==> src/rtl/lvt_memory_master.sv <==
// Per-port command FSMs that turn valid/ready read/write commands into LVT memory port accesses.
// Optional macro LVT_MASTER_WR_CONFLICT_EN serializes same-address writes (lowest port index wins).
module lvt_memory_master #(
    parameter int WIDTH = 8,
    parameter int DEPTH = 8,
    parameter int PORTS = 4,
    localparam int AW = (DEPTH > 1) ? $clog2(DEPTH) : 1
) (
    input  logic             clk,
    input  logic             rst_n,
    input  logic             cmd_valid_i [PORTS],
    output logic             cmd_ready_o [PORTS],
    input  logic             cmd_we_i    [PORTS],
    input  logic [AW-1:0]    cmd_addr_i  [PORTS],
    input  logic [WIDTH-1:0] cmd_data_i  [PORTS],
    output logic             rsp_valid_o [PORTS],
    input  logic             rsp_ready_i [PORTS],
    output logic [WIDTH-1:0] rsp_data_o  [PORTS],
    output logic [AW-1:0]    mem_addr_o  [PORTS],
    output logic             mem_en_o    [PORTS],
    output logic [WIDTH-1:0] mem_d_o     [PORTS],
    input  logic [WIDTH-1:0] mem_q_i     [PORTS]
);

    typedef enum logic [2:0] {IDLE, WR_ISSUE, RD_ISSUE, RD_CAPT, RSP} state_e;

    state_e           st_q    [PORTS];
    state_e           st_d    [PORTS];
    logic [AW-1:0]    addr_q  [PORTS];
    logic [AW-1:0]    addr_d  [PORTS];
    logic [WIDTH-1:0] wdata_q [PORTS];
    logic [WIDTH-1:0] wdata_d [PORTS];
    logic [WIDTH-1:0] rdata_q [PORTS];
    logic [WIDTH-1:0] rdata_d [PORTS];
    logic             ready_q [PORTS];
    logic             ready_d [PORTS];
    logic             rvld_q  [PORTS];
    logic             rvld_d  [PORTS];
    logic             en_q    [PORTS];
    logic             en_d    [PORTS];

    always_comb begin
        for (int p = 0; p < PORTS; p++) begin
            st_d[p]    = st_q[p];
            addr_d[p]  = addr_q[p];
            wdata_d[p] = wdata_q[p];
            rdata_d[p] = rdata_q[p];
            unique case (st_q[p])
                IDLE: begin
                    if (cmd_valid_i[p] && ready_q[p]) begin
                        addr_d[p]  = cmd_addr_i[p];
                        wdata_d[p] = cmd_data_i[p];
                        st_d[p]    = cmd_we_i[p] ? WR_ISSUE : RD_ISSUE;
                    end
                end
                // en_q high means this cycle's write is the one reaching memory
                WR_ISSUE: if (en_q[p]) st_d[p] = IDLE;
                RD_ISSUE: st_d[p] = RD_CAPT;
                RD_CAPT: begin
                    rdata_d[p] = mem_q_i[p];
                    st_d[p]    = RSP;
                end
                RSP:      if (rsp_ready_i[p]) st_d[p] = IDLE;
                default:  st_d[p] = IDLE;
            endcase
        end

        // Outputs are registered, so the grant is decided on next-state values.
        for (int p = 0; p < PORTS; p++) begin
            ready_d[p] = (st_d[p] == IDLE);
            rvld_d[p]  = (st_d[p] == RSP);
            en_d[p]    = (st_d[p] == WR_ISSUE);
        end
`ifdef LVT_MASTER_WR_CONFLICT_EN
        for (int j = 0; j < PORTS; j++) begin
            for (int i = 0; i < PORTS; i++) begin
                if (i < j && st_d[i] == WR_ISSUE && st_d[j] == WR_ISSUE &&
                    addr_d[i] == addr_d[j])
                    en_d[j] = 1'b0;
            end
        end
`endif
    end

    always_ff @(posedge clk or negedge rst_n) begin
        if (!rst_n) begin
            for (int p = 0; p < PORTS; p++) begin
                st_q[p]    <= IDLE;
                addr_q[p]  <= '0;
                wdata_q[p] <= '0;
                rdata_q[p] <= '0;
                ready_q[p] <= 1'b0;
                rvld_q[p]  <= 1'b0;
                en_q[p]    <= 1'b0;
            end
        end else begin
            for (int p = 0; p < PORTS; p++) begin
                st_q[p]    <= st_d[p];
                addr_q[p]  <= addr_d[p];
                wdata_q[p] <= wdata_d[p];
                rdata_q[p] <= rdata_d[p];
                ready_q[p] <= ready_d[p];
                rvld_q[p]  <= rvld_d[p];
                en_q[p]    <= en_d[p];
            end
        end
    end

    assign cmd_ready_o = ready_q;
    assign rsp_valid_o = rvld_q;
    assign rsp_data_o  = rdata_q;
    assign mem_addr_o  = addr_q;
    assign mem_en_o    = en_q;
    assign mem_d_o     = wdata_q;

endmodule

==> config.mk <==
export PLATFORM = sky130hd
export DESIGN_NAME = lvt_memory_master
export DESIGN_NICKNAME = d
export VERILOG_FILES = /design/src/rtl/lvt_memory_master.sv
export SDC_FILE = /design/constraint.sdc
export NUM_CORES = 1
export LEC_CHECK = 0
export ABC_AREA = 0
export BUFFER_PORTS_ARGS = -buffer_cell sky130_fd_sc_hd__clkbuf_2
export CORE_MARGIN = 10
export CORE_UTILIZATION = 47
export CTS_BUF_LIST = sky130_fd_sc_hd__clkbuf_16
export CTS_CLUSTER_SIZE = 8
export DETAILED_ROUTE_END_ITERATION = 16
export PLACE_DENSITY = 0.92
export SLEW_MARGIN = 25
export SYNTH_ARGS = -nofsm -noshare
export SYNTH_HDL_FRONTEND = slang
export SYNTH_SLANG_ARGS = --single-unit
==> constraint.sdc <==
create_clock -name clk -period 2.1 [get_ports clk]
set_input_delay 0.21 -clock clk [delete_from_list [all_inputs] [get_ports clk]]
set_output_delay 0.21 -clock clk [all_outputs]
set_load 0.02 [all_outputs]
# After elaboration in Yosys (flattened, before gate mapping)
# Cells that the tools add are included.
# word_totals
output_inout_bits,88
word_cells,88
ff_bits,100
inputBits,90
# op_classes
n_mux,20
n_reduce_logical,16
n_eq_ne,24
# op_table
operator,n
case mux 3 bit (5 select lines),4
two-way mux 3 bit,12
"equality test 3 x 1 -> 1 bit, second input constant",8
"equality test 3 x 2 -> 1 bit, second input constant",8
"equality test 3 bit, second input constant",8
zero test 3 bit,8
two-way mux 2 bit,4
AND reduction 2 bit,4
logical AND 1 bit,4

# Logic depth before layout (Yosys ltp)
# Gate-level depths: netlist (run 1).
# logic_depth
word_depth,4
depth_mapped,4
depth_no_buf,3

# Worst setup path before layout (run 1)
# Ideal clock, no wire load.
# synth_timing
path_kind,register -> register
start,register ready_q (netlist bit cmd_ready_o[2])
end,register addr_q (netlist bit mem_addr_o[6])
required_time_ps,1975
path_stages_with_launch,5
setup_slack_ps,607
setup_time_ps,125
period_less_slack_ps,1493
path_buffers,1
arrival_ps,1368
cell_sequence,dfrtp_1 > nand2_1 > nor4_1 > buf_4 > mux2_2
# synth_between
elab_chain_cells,2
# synth_lines
element,line,text
start: declaration,35,logic ready_q [PORTS];
start signal: indexed assignment,102,ready_q[p] <= ready_d[p];
logical AND 1 bit,50,if (cmd_valid_i[p] && ready_q[p]) begin
AND reduction 2 bit (no source line),--,
end signal: indexed assignment,99,addr_q[p] <= addr_d[p];
end: declaration,29,logic [AW-1:0] addr_q [PORTS];
# No other way between the ends.
# A chain may end at the register's enable or synchronous reset.

# Worst setup path in the final report (run 1)
# layout_timing
start,register st_q[7] (netlist name)
end,register rdata_q (netlist bit rsp_data_o[21])
# layout_between
elab_chain_cells,1
# layout_lines
element,line,text
start: declaration,27,state_e st_q [PORTS];
start signal: indexed assignment,98,st_q[p] <= st_d[p];
equality test 3 x 2 -> 1 bit,48,unique case (st_q[p])
end signal: indexed assignment,101,rdata_q[p] <= rdata_d[p];
end: declaration,33,logic [WIDTH-1:0] rdata_q [PORTS];
# No other way between the ends.

==> results of run 1 <==
[critical path: stages (launching register included)]
cell     delay, ns
dfrtp_1       0.40
inv_1         0.10
or3_1         0.61
mux2_4        0.38
[cell families (layout without fill, tap and decap cells)]
group | count (synthesis) | in the layout | synth area share
flops | 100 | 100 | 0.636
mux | 79 | 79 | 0.241
simple gates | 35 | 35 | 0.0525
buf+inv | 15 | 207 | 0.0229
compound gates | 29 | 29 | 0.0471
[placed cells by master, fill, tap and decap left out, types with 2 or more instances in the layout]
cell,n
or3_1,2
or2b_1,2
nor4_2,4
o21ai_0,8
a21oi_1,7
clkinvlp_4,2
clkbuf_16,9
inv_2,3
dfrtp_1,100
nand3b_1,2
nor2_1,6
o21a_1,5
bufinv_16,2
inv_1,5
nand3_1,2
buf_4,7
clkbuf_2,176
or3b_2,2
a211oi_1,4
nor3_1,3
mux2_4,16
mux2_2,63
nand2_1,6
[flip-flops by register name, indices dropped and copies added (netlist names)]
| register | count |
|---|---|
| mem_d_o | 32 |
| cmd_ready_o | 4 |
| rsp_data_o | 32 |
| mem_en_o | 4 |
| rsp_valid_o | 4 |
| mem_addr_o | 12 |
| st_q | 12 |
[metal layers]
| metal | vias to the layer above | GRT usage | wire (um) | share of wire |
|---|---|---|---|---|
| met5 | - | 0 | 0 | 0 |
| met4 | 0 | 0.0574 | 179 | 0.019 |
| met3 | 18 | 0.0505 | 710 | 0.075 |
| met2 | 113 | 0.265 | 4870 | 0.51 |
| met1 | 1360 | 0.166 | 3770 | 0.40 |
| li1 | 1296 | - | - | - |
[power breakdown]
group          leakage [nW]  internal (W)  switching, W
Sequential             1.20       0.00289      0.000647
Clock                 0.155       0.00104      0.000673
Combinational          1.33       0.00179       0.00218
Total                  2.68       0.00572       0.00350
[cell type report]
cell class / count / area (um^2) / share of cell area
clock buffer: 9 / 225 / 0.0425
clock inverter: 7 / 91.3 / 0.0172
inverter: 6 / 22.5 / 0.00425
multi-input combinational: 143 / 1360 / 0.257
sequential: 100 / 2500 / 0.472
tap: 105 / 131 / 0.0248
timing repair buffer: 185 / 963 / 0.182
[per-stage QoR]
step | util | instance area, um^2
3_5_place_dp | 0.608 | 4970
2_1_floorplan | - | 3930
5_1_grt | 0.648 | 5300
3_3_place_gp | 0.608 | 4970
6_report | 0.648 | 5300
4_1_cts | 0.648 | 5300
[worst paths after layout]
check / slack, ns / cells past startpoint / from / end
max: 0.49 / 3 / st_q[7] / rsp_data_o[21]
min: 0.11 / 2 / mem_q_i[5] / rsp_data_o[5]
max reg2reg: 0.49 / 3 / st_q[7] / rsp_data_o[21]
min reg2reg: 0.50 / 1 / rsp_data_o[11] / rsp_data_o[11]
max in group asynchronous: 1.06 / 3 / rst_n / rsp_data_o[15]
min in group asynchronous: 0.39 / 2 / rst_n / mem_addr_o[11]
[what timing repair did]
item / in CTS / in global routing
buffers inserted: 0 / 0
hold endpoints to repair: 36 / 0
hold buffers: 1 / 0
endpoints found under the setup margin: 0 / 0
==> flow_summary.json, run 1 <==
{
  "outcome": "finished clean",
  "crit_type": "register to register",
  "grt_pass1_vias": 3224,
  "drt_iter0_drc": 108,
  "holdCritPathClass": "primary input to register",
  "cts_buffers": 9,
  "grt_use_total": 0.151,
  "fillers": 633,
  "yosys.cell_types.count": 33,
  "synthCells": 258,
  "grt_overflow": 0,
  "area_delta_synth_final_pct": 34.6,
  "clock_latency_ns": 0.33,
  "io_buffers": 177,
  "ys_seq_elements": 100,
  "avgRoutedWirePerCell_um": 17.2,
  "ios": 178,
  "die_x_um": 111,
  "finalSetupViolations": 0,
  "cts-root-buf": "clkbuf_16",
  "fin_nets": 535,
  "end_kind": "register",
  "dpl.cell_count": 538,
  "power_w": 0.00922,
  "synth_flop_cell": "dfrtp_1",
  "hold_violations": 0,
  "n_antenna_cell": 0,
  "yosys-top-cells-count": "dfrtp_1 (100), mux2_2 (63), mux2_4 (16)",
  "synth_top_area_cell": "dfrtp_1",
  "grt_max_degree": 44,
  "timing.hold.ws_ns": 0.108,
  "cts_tree": "built",
  "synth.most_common_cell": "dfrtp_1",
  "slew_viol_final": 0,
  "async_flop_share": 1.00,
  "firstDrtPassIters": 4,
  "synth_edf_count": 0,
  "num_vias": 2787,
  "postRouteAntennaNets": 0,
  "fin_skew_ns": 0.00708,
  "setup_ws_ns": 0.486,
  "crit_fanout": 10,
  "worst_slew_pin_slew_ns": 0.511,
  "h-tree-depth": 3,
  "drc": 0,
  "clock-sinks": 100,
  "setup-tns-final_ns": 0,
  "cp-start-kind": "register",
  "cp.required_ns": 2.31,
  "cts_resized": 0,
  "seq_area_frac_synth": 0.636,
  "drv_cap": 0,
  "rsz0062_at_grt": "false",
  "cp.arrival_ns": 1.83,
  "gp_congestion": 0.807,
  "synthTopCellsByArea": "dfrtp_1 (64%), mux2_2 (18%), mux2_4 (6.1%)",
  "ir_drop_mv": 0.734,
  "max_freq_mhz": 620,
  "ys_warn_count": 0,
  "p_per_area_nw_per_um2": 1740,
  "viasPerCell": 5.02,
  "finalCritPeriodShare": 0.768,
  "dieArea_um2": 12400,
  "clk_pin_slew_worst_paths_ns": 0.07,
  "core_region_area_um2": 8180,
  "synth_area_um2": 3930,
  "rows": 33,
  "grt_first_pass_wirelength_um": 15800,
  "avgSynthCellArea_um2": 15.2,
  "initial_core_util": 0.481,
  "dp_slack_ns": 0.494,
  "dpl.hpwl_um": 7830,
  "wl_um": 9530,
  "slew_headroom": 0.660,
  "synth.net_count": 348,
  "die_h_um": 111,
  "cts_max_path_buffers": 2,
  "p_leak_nw": 2.68,
  "drive_above_1_share": 0.642,
  "grt_antenna_before_repair": 0,
  "fin_crit_ns": 1.61,
  "netlist.area_leader.share": 0.636,
  "instances_no_fill": 555
}
No activity file was read; power rests on OpenSTA's default activity.
==> run 2: changes to the inputs <==
clock period = 1.5 ns   (was 2.1 ns; I/O delays follow)
==> run 2 against run 1 <==
Net effect:
- setup slack got worse by 0.47 ns
- flip-flop and latch count unchanged
- sequential share of layout area decreased by 0.85 points
- largest power group unchanged
- largest cell class unchanged
- clock power increased by 27%
- highest routed layer unchanged
==> flow_summary.json, run 2 (synthesis gave the netlist of run 1 again) <==
{
  "setup_ws_ns": 0.0146,
  "cts_buffers": 9,
  "viasPerCell": 5.06,
  "crit_fanout": 5,
  "grt_overflow": 0,
  "fin_skew_ns": 0.0119,
  "initial_core_util": 0.481,
  "ios": 178,
  "postRouteAntennaNets": 0,
  "slew_viol_final": 0,
  "drive_above_1_share": 0.670,
  "grt_antenna_before_repair": 0,
  "power_w": 0.0130,
  "cts_max_path_buffers": 2,
  "clock-sinks": 100,
  "core_region_area_um2": 8180,
  "fin_crit_ns": 1.49,
  "drv_cap": 0,
  "ir_drop_mv": 1.10,
  "layout_commonest_cell": "clkbuf_2",
  "gp_congestion": 0.868,
  "die_x_um": 111,
  "clk_pin_slew_worst_paths_ns": 0.08,
  "p_leak_nw": 2.73,
  "drt_iter0_drc": 123,
  "fin_nets": 549,
  "cp-start-kind": "register",
  "finalSetupViolations": 0,
  "n_antenna_cell": 0,
  "final_cell_mix": "clkbuf_2 (176), dfrtp_1 (95), mux2_2 (63)",
  "clock_latency_ns": 0.33,
  "cp.arrival_ns": 1.70,
  "dp_slack_ns": -0.0661,
  "grt_use_total": 0.157,
  "end_kind": "register",
  "rsz0062_at_grt": "true",
  "cts_tree": "built",
  "max_freq_mhz": 673,
  "grt_max_degree": 101,
  "num_vias": 2878,
  "grt_first_pass_wirelength_um": 16300,
  "dpl.hpwl_um": 7940,
  "h-tree-depth": 3,
  "dpl.cell_count": 548,
  "p_per_area_nw_per_um2": 2410,
  "wl_um": 10200,
  "rows": 33,
  "cp.required_ns": 1.71,
  "io_buffers": 177,
  "die_h_um": 111,
  "holdCritPathClass": "primary input to register",
  "post-route-util": 0.661,
  "grt_pass1_vias": 3242,
  "slew_headroom": 0.654,
  "worst_slew_pin_slew_ns": 0.519,
  "crit_type": "register to register",
  "cts-root-buf": "clkbuf_16",
  "dieArea_um2": 12400,
  "outcome": "finished clean",
  "finalCritPeriodShare": 0.990,
  "avgRoutedWirePerCell_um": 17.8,
  "drc": 0,
  "firstDrtPassIters": 4,
  "hold_violations": 0,
  "area_delta_synth_final_pct": 37.4,
  "instances_no_fill": 569
}
[run 2: worst paths after layout]
path                                        to        start  cells past startpoint  slack (ns)
min in group asynchronous          mem_d_o[30]        rst_n                      3        0.44
worst max register to register   rsp_data_o[1]      st_q[1]                      4        0.01
max in group asynchronous              st_q[6]        rst_n                      3        0.63
worst min register to register     mem_d_o[29]  mem_d_o[29]                      1        0.51
worst min-delay path            rsp_data_o[18]  mem_q_i[18]                      2        0.04
worst max-delay path             rsp_data_o[1]      st_q[1]                      4        0.01
[run 2: metrics by stage]
step | TNS (ns) | hold slack, ns | instance area, um^2
3_5_place_dp | -0.0678 | 0.254 | 5040
4_1_cts | 0 | 0.0338 | 5340
3_3_place_gp | 0 | 0.241 | 5040
6_report | 0 | 0.0410 | 5410
2_1_floorplan | 0 | -0.146 | 3930
5_1_grt | -0.347 | 0.0310 | 5410
[run 2: final cells by class]
class,instances,area [um^2]
Fill cell,599,2770
Sequential cell,100,2510
Multi-Input combinational cell,143,1390
Timing Repair Buffer,199,1070
Clock buffer,9,225
Tap cell,105,131
Clock inverter,7,58.8
Inverter,6,22.5
[run 2: worst max-delay path, cell delays in order (launching register included)]
cell and delay, ns:
dfrtp_2 0.44, inv_2 0.07, or3_4 0.40, buf_2 0.17, mux2_4 0.29
[run 2: what timing repair did]
item | CTS | global route
pin swaps | 0 | 0
endpoints found under the setup margin | 7 | 52
setup buffers | 0 | 1
resized for setup | 2 | 12
hold endpoints to repair | 100 | 0
cloned | 0 | 3
hold buffers | 1 | 0
[run 2: metal layers]
layer  vias to the layer above  GRT usage  wire (um)
met4                         0     0.0471        157
met1                      1402      0.176       4000
met3                        20     0.0521        755
li1                       1327          -          -
met2                       129      0.279       5240
met5                         -          0          0
[run 2: power by group]
group / internal (W) / switching [W]
Sequential: 0.00406 / 0.000878
Clock: 0.00115 / 0.00103
Combinational: 0.00270 / 0.00323
Total: 0.00791 / 0.00514
==> run 3: changes to the inputs <==
ABC_AREA = default   (was 0)
SETUP_SLACK_MARGIN = 0.02   (was default)
==> run 3 against run 2 <==
Net effect:
- first-iteration DRC count decreased by 49%
- non-clock buffer count is 3 higher
- global-route usage hardly changed
- cell count grew 0.53%
- critical endpoint is now rsp_data_o[19]
- largest power group unchanged
==> flow_summary.json, run 3 (synthesis gave the netlist of run 1 again) <==
{
  "drt_iter0_drc": 63,
  "io_buffers": 177,
  "hold_violations": 0,
  "critical_path.endpoint": "rsp_data_o[19]",
  "fin_crit_ns": 1.48,
  "grt_antenna_before_repair": 0,
  "core_region_area_um2": 8180,
  "critPathBufInv": 2,
  "h-tree-depth": 3,
  "ios": 178,
  "clock_latency_ns": 0.33,
  "r2r_cells": 4,
  "max_freq_mhz": 674,
  "cp.depth": 4,
  "postRouteAntennaNets": 0,
  "path_delay_family": "flip-flops",
  "num_vias": 2827,
  "drive_above_1_share": 0.666,
  "final_cell_mix": "clkbuf_2 (176), dfrtp_1 (97), mux2_2 (63)",
  "grt_max_degree": 43,
  "dieArea_um2": 12400,
  "grt_first_pass_wirelength_um": 16200,
  "outcome": "finished clean",
  "initial_core_util": 0.481,
  "finalCritPeriodShare": 0.989,
  "cpMaxStageDelayCell": "dfrtp_1",
  "fin_area_um2": 5460,
  "crit_type": "register to register",
  "fin_nets": 552,
  "die_x_um": 111,
  "switching_power_w": 0.00503,
  "switching_share": 0.384,
  "cp-start-kind": "register",
  "holdCritPathClass": "primary input to register",
  "timing.hold.ws_ns": 0.0494,
  "place_area_um2": 5060,
  "p_leak_nw": 2.77,
  "finalSetupViolations": 0,
  "ir_drop_mv": 1.19,
  "clock-sinks": 100,
  "power_w": 0.0131,
  "seqPwrFrac": 0.375,
  "cts-root-buf": "clkbuf_16",
  "n_antenna_cell": 0,
  "cp.required_ns": 1.71,
  "layout_commonest_cell": "clkbuf_2",
  "rows": 33,
  "cts_max_path_buffers": 2,
  "p_int_w": 0.00809,
  "clk_pin_slew_worst_paths_ns": 0.07,
  "crit-reg2reg-launch": "st_q[7]",
  "crit_fanout": 4,
  "cts_tree": "built",
  "rsz0062_at_grt": "true",
  "drv_cap": 0,
  "cp.arrival_ns": 1.69,
  "end_kind": "register",
  "dpl.hpwl_um": 8080,
  "cp_cell_sequence": "inv_1 -> or3_4 -> buf_4 -> mux2_4",
  "gp_congestion": 0.797,
  "worst_slew_pin_slew_ns": 0.396,
  "slew_viol_final": 0,
  "viasPerCell": 4.94,
  "area_delta_synth_final_pct": 38.8,
  "firstDrtPassIters": 4,
  "p_comb_frac": 0.455,
  "grt_use_total": 0.157,
  "slew_headroom": 0.736,
  "wl_um": 10100,
  "fillers": 596,
  "avgRoutedWirePerCell_um": 17.6,
  "power_frac_clock": 0.170,
  "r2r_slack_ns": 0.02,
  "critPathLaunch": "st_q[7]",
  "drc": 0,
  "cp_slowest_stage_delay_ns": 0.43,
  "grt_pass1_vias": 3185,
  "cts_buffers": 9,
  "die_h_um": 111,
  "fin_skew_ns": 0.0101,
  "p_per_area_nw_per_um2": 2400,
  "r2r-end": "rsp_data_o[19]",
  "grt_overflow": 0
}
## run 3: cell count changes in the layout (fill, tap and decap cells not counted), moves of 2 or more
| cell | before | now |
|---|---|---|
| dfrtp_1 | 95 | 97 |
| buf_2 | 3 | 0 |
| buf_6 | 2 | 4 |
| dfrtp_2 | 5 | 3 |
| buf_4 | 16 | 19 |
| inv_6 | 3 | 1 |
## run 3: worst min-delay path by stage
stage              startpoint        endpoint  slack (ns)  cells after the start
2_1_floorplan           rst_n  cmd_ready_o[0]       -0.15                      0
4_1_cts         cmd_addr_i[4]   mem_addr_o[4]        0.04                      2
3_5_place_dp            rst_n  rsp_data_o[12]        0.11                      1
6_report       cmd_data_i[13]     mem_d_o[13]        0.05                      2
5_1_grt           mem_q_i[16]  rsp_data_o[16]        0.04                      2
3_3_place_gp            rst_n  rsp_data_o[12]         0.1                      1
## run 3: power groups by stage
| stage | clock network [W] | registers [W] | logic [W] |
|---|---|---|---|
| 6_report | 0.00223 | 0.00492 | 0.00597 |
| 4_1_cts | 0.00230 | 0.00489 | 0.00593 |
| 2_1_floorplan | 0 | 0.00629 | 0.00232 |
| 5_1_grt | 0.00241 | 0.00510 | 0.00641 |
| 3_3_place_gp | 0 | 0.00481 | 0.00572 |
| 3_5_place_dp | 0 | 0.00492 | 0.00591 |
## run 3: per-stage QoR
stage	util	setup TNS, ns	cells	setup slack (ns)
floorplan	-	0	258	0.0328
global placement	0.619	0	548	0.0733
detailed placement	0.619	0	548	0.0107
CTS	0.657	0	566	0.0331
global route	0.668	-0.00228	572	-0.00228
finish	0.668	0	572	0.0163
## run 3: final cells by class
type	count	area, um^2	area share
Clock buffer	9	225	0.0413
Clock inverter	7	67.6	0.0124
Inverter	6	22.5	0.00413
Multi-Input combinational cell	143	1390	0.254
Sequential cell	100	2510	0.459
Tap cell	105	131	0.0241
Timing Repair Buffer	202	1120	0.205
## run 3: worst reg2reg max path: stages, from the launching register on
cell     delay, ns
dfrtp_1       0.43
inv_1         0.09
or3_4         0.40
buf_4         0.17
mux2_4        0.29
## run 3: metal layers
layer / global-route usage / share of wire
met5: 0 / 0
met3: 0.0607 / 0.070
met1: 0.172 / 0.38
met4: 0.0446 / 0.012
met2: 0.278 / 0.54
## run 3: repair_timing
item / in CTS / in global routing
endpoints found under the setup margin: 8 / 51
gates resized for setup: 0 / 16
hold buffers: 1 / 0
gates cloned: 0 / 2
hold endpoints to repair: 27 / 0
pin swaps: 0 / 1
setup buffers: 1 / 4
